==> config.mk <==
export PLATFORM = sky130hd
export DESIGN_NAME = ela_row_feeder
export DESIGN_NICKNAME = d
export VERILOG_FILES = /design/src/rtl/ela_row_feeder.sv
export SDC_FILE = /design/constraint.sdc
export NUM_CORES = 1
export LEC_CHECK = 0
export CAP_MARGIN = 20
export CORE_ASPECT_RATIO = 1.4
export CORE_UTILIZATION = 43
export CTS_CLUSTER_DIAMETER = 30
export DETAILED_ROUTE_END_ITERATION = 8
export HOLD_SLACK_MARGIN = 0.12
export PLACE_DENSITY_LB_ADDON = 0.1
export SETUP_SLACK_MARGIN = 0.05
export SYNTH_ARGS = -nofsm -noshare
export SYNTH_HDL_FRONTEND = slang
export SYNTH_SLANG_ARGS = --single-unit
==> constraint.sdc <==
create_clock -name clk -period 1.33 [get_ports clk]
set_input_delay 0.1995 -clock clk [delete_from_list [all_inputs] [get_ports clk]]
set_output_delay 0.1995 -clock clk [all_outputs]
set_load 0.005 [all_outputs]
==> src/rtl/ela_row_feeder.sv <==
// ela_row_feeder: streams one ROM row per request to the ELA core and tracks frame completion
module ela_row_feeder #(
    parameter int DW   = 8,
    parameter int COLS = 16,
    parameter int ROWS = 5,
    parameter int AW   = 7
) (
    input  logic          clk,
    input  logic          rst,
    input  logic          req_i,
    output logic [AW-1:0] rom_addr_o,
    input  logic [DW-1:0] rom_data_i,
    output logic [DW-1:0] in_data_o,
    output logic          pix_vld_o,
    output logic [2:0]    row_idx_o,
    output logic          frame_done_o,
    output logic          overreq_o
);
    localparam int CW = $clog2(COLS + 1);
    typedef enum logic {IDLE, SEND} state_t;
    state_t        state_q;
    logic [CW-1:0] col_q;
    logic [2:0]    row_q;
    // Row FSM: IDLE accepts a request and loads pixel 0, SEND loads the rest of the row
    always_ff @(posedge clk or posedge rst) begin
        if (rst) begin
            state_q      <= IDLE;
            col_q        <= '0;
            row_q        <= '0;
            rom_addr_o   <= '0;
            in_data_o    <= '0;
            pix_vld_o    <= 1'b0;
            row_idx_o    <= '0;
            frame_done_o <= 1'b0;
            overreq_o    <= 1'b0;
        end else begin
            overreq_o <= 1'b0;
            case (state_q)
                IDLE: begin
                    if (req_i && !frame_done_o) begin
                        in_data_o  <= rom_data_i;
                        pix_vld_o  <= 1'b1;
                        rom_addr_o <= rom_addr_o + AW'(1);
                        col_q      <= CW'(1);
                        row_idx_o  <= row_q;
                        row_q      <= row_q + 3'd1;
                        state_q    <= SEND;
                    end else begin
                        pix_vld_o <= 1'b0;
                        overreq_o <= req_i && frame_done_o;
                    end
                end
                SEND: begin
                    in_data_o  <= rom_data_i;
                    rom_addr_o <= rom_addr_o + AW'(1);
                    col_q      <= (col_q == CW'(COLS - 1)) ? '0 : col_q + CW'(1);
                    state_q    <= (col_q == CW'(COLS - 1)) ? IDLE : SEND;
                    if (col_q == CW'(COLS - 1) && row_idx_o == 3'(ROWS - 1))
                        frame_done_o <= 1'b1;
                end
                default: state_q <= IDLE;
            endcase
        end
    end
endmodule

==> flow_metrics.py <==
metrics = {
    "run_status": {
        "outcome": "completed",
    },
    "synthesis": {
        "synth_top_cells_by_area": "dfrtp_1 (58%), mux2_2 (8.7%), xnor2_1 (4.8%)",
        "yosys.area.top_type_share_pct": 58.25,
        "synth.avg_cell_area_um2": 14.32,
        "synthAdderAreaFrac_pct": 2.913,
        "synth_top_family_by_area": "multiplexers",
        "synth_area_um2": 1289,
        "ys_seq_area_share_pct": 58.25,
        "synth.distinct_cells": 28,
        "synth_mux_area_share_pct": 12.23,
        "synth_top_cell_by_area": "dfrtp_1",
        "syn_inst": 90,
        "synth_xor_area_share_pct": 6.796,
        "ys_ff_latch": 30,
        "yosysWarnings": 0,
        "synth_compound_area_share_pct": 7.864,
        "yosys.area_share.simple_pct": 8.447,
        "synth_nets": 104,
    },
    "layout": {
        "drive_gt1_share_pct": 35.76,
        "fin_nets": 164,
        "diodes": 0,
        "syn2layout_area_growth_pct": 50.10,
        "final_util_pct": 67.90,
    },
    "global_route": {
        "grt_pass1_vias": 943,
        "grt_start_max_net_pins": 31,
        "use_met3_pct": 8.130,
        "met1_usage_pct": 21.30,
        "grt_pass1_wl_mm": 4.229,
        "gr-usage-all-layers_pct": 19.89,
        "grt_overflow": 0,
        "met2_usage_pct": 31.00,
        "antenna_found_initial": 0,
        "grt.busiest_layer": "met2",
    },
    "clock_tree": {
        "numClockSinks": 30,
        "htreeDepth": 2,
        "clk-insertion-delay-late_ps": 280,
        "clockBufferDepth": 2,
        "cts_buffers": 5,
        "cts_tree": "built",
        "cts.clk_slew.worst_paths_ps": 60,
        "ctsHoldBuffers": 0,
        "ctsRootBufferMaster": "clkbuf_8",
    },
    "sta": {
        "hold_viol_final": 0,
        "period_share_pct": 97.26,
        "min_period_ps": 1293,
        "slew_viol_final": 0,
        "setup_slack_ps": 36.50,
        "hold_ws_ps": 252.3,
        "max_freq_mhz": 773.1,
        "slew_headroom_pct": 82.45,
        "setup_viol": 0,
        "rsz0062_at_grt": "yes",
        "worstMarginPinSlew_ps": 263.2,
        "fin_worst_skew_ps": 4.073,
    },
    "setup_path": {
        "critPathKind": "reg2reg",
        "endpoint_kind": "flop",
        "cp_slowest_cell": "dfrtp_2",
        "cp-start-kind": "flop",
        "worstPathCellList": "buf_6 > nor3b_4 > buf_6 > mux2_2",
        "cpMostUsedCell": "buf_6",
        "r2r_cells": 4,
        "arrival_ps": 1460,
        "max_stage_delay_ps": 410,
        "critPathMaxFanout": 6,
        "crit_required_ps": 1500,
    },
    "routing": {
        "routed_wl_mm": 2.605,
        "drc": 0,
        "routed_via_density": 5.032,
        "num_vias": 946,
        "firstDrtPassIters": 4,
        "ant_nets": 0,
        "drtIter0Drc": 19,
        "routedWlPerCell_um": 13.86,
    },
    "floorplan": {
        "row_count": 23,
        "die_w_um": 48.27,
        "core_area_um2": 2849,
        "dieArea_um2": 3223,
        "die_h_um": 66.78,
        "io_pins": 32,
        "initial_core_util_pct": 45.23,
    },
    "placed_design": {
        "post-place-ws_ps": -210.5,
        "gp_congestion": 0.7380,
        "port_buffers": 31,
        "post-dp-hpwl_mm": 1.596,
    },
    "power_and_ir_drop": {
        "powerDensity_nw_per_um2": 2140,
        "p_leak_nw": 0.9189,
        "vdd_drop_max_v": 0.001181,
    },
    "min_path": {
        "hold_class": "in2async",
    },
    "run": {
        "cap_violations": 0,
    },
}
-- repair_timing --
item                       CTS  global route
setup endpoints to repair   28            13
buffers inserted            14             3
pin swaps                    2             2
cloned                       0             0
gates resized for setup     29             6
-- routing by layer --
layer	share of wire (%)	routed length [um]	up-vias
met5	0	0	-
met4	3.6	93	0
met1	41	1063	470
li1	-	-	436
met2	51	1316	30
met3	5.1	132	10
-- registers in the layout (all words and copies together), names as in the netlist, 3 cells and up --
signal / cells
in_data_o: 8
rom_addr_o: 7
col_q: 5
row_idx_o: 3
row_q: 3
-- critical path: cells and delay by family (launching register included) --
kind,cells,cell delay [ps]
buffers and inverters,2,280
flip-flops,1,410
multiplexers,1,330
AND/OR/NAND/NOR,1,170
-- path summary, 6_finish.rpt --
check	startpoint	endpoint	slack, ps
max reg2reg	frame_done_o	row_idx_o[0]	40
min reg2reg	col_q[4]	col_q[4]	500
max in group asynchronous	rst	state_q	900
min in group clk	col_q[4]	col_q[4]	500
max	frame_done_o	row_idx_o[0]	40
min	rst	in_data_o[5]	250
-- stage by stage --
| stage | cells | area, um2 | total power [W] | TNS [ps] |
|---|---|---|---|---|
| final | 188 | 1934 | 0.004139 | 0 |
| after CTS | 185 | 1884 | 0.004028 | 0 |
| after global placement | 163 | 1685 | 0.003014 | -3367 |
| after detailed placement | 163 | 1685 | 0.003057 | -3919 |
| after floorplan | 90 | 1290 | 0.002383 | 0 |
| after global routing | 188 | 1934 | 0.004445 | 0 |
-- synthesized netlist by cell type (all sizes together) --
cell type,count
a32o,1
o41ai,1
o211ai,3
o21ai,1
nor2,1
xnor2,7
nor2b,1
dfrtp,30
o2bb2ai,1
a22o,1
nand2b,1
ha,3
nand3,1
xor2,3
nand2,3
o21a,1
and2,1
inv,5
a31oi,1
o2111ai,1
buf,2
mux2,13
nand4b,1
a21oi,3
and3,3
nor3b,1
-- cells by family after synthesis --
logic type	count (synthesis)
AOI/OAI and AO/OA	14
xor gates and xnor gates	10
adders and majority gates	3
buffers and inverters	7
DFF	30
muxes	13
and+or+nand+nor	13
-- final cells by class --
type / instances / area [um2]
Clock buffer: 7 / 86.33
Clock inverter: 1 / 5.005
Fill cell: 226 / 914.6
Inverter: 5 / 18.77
Multi-Input combinational cell: 53 / 530.5
Sequential cell: 30 / 754.5
Tap cell: 37 / 46.29
Timing Repair Buffer: 55 / 493.0
-- where the power goes --
group	switching, W	total [W]	internal, W
registers	0.000244	0.00151	0.00127
logic	0.000746	0.00188	0.00113
clock network	0.000332	0.000748	0.000416
-- layout by cell type, fill, tap and decap left out, drive strengths merged --
| master | count |
|---|---|
| a21oi | 3 |
| a22o | 1 |
| a31oi | 1 |
| a32o | 1 |
| and2 | 1 |
| and3 | 3 |
| buf | 24 |
| clkbuf | 7 |
| clkdlybuf4s15 | 1 |
| clkdlybuf4s50 | 10 |
| clkinv | 1 |
| dfrtp | 30 |
| dlygate4sd2 | 20 |
| ha | 3 |
| inv | 5 |
| mux2 | 13 |
| nand2 | 3 |
| nand2b | 1 |
| nand3 | 1 |
| nand4b | 1 |
| nor2 | 1 |
| nor2b | 1 |
| nor3b | 1 |
| o2111ai | 1 |
| o211ai | 3 |
| o21a | 1 |
| o21ai | 1 |
| o2bb2ai | 1 |
| o41ai | 1 |
| xnor2 | 7 |
| xor2 | 3 |
Power figures use the tool's default switching activity.
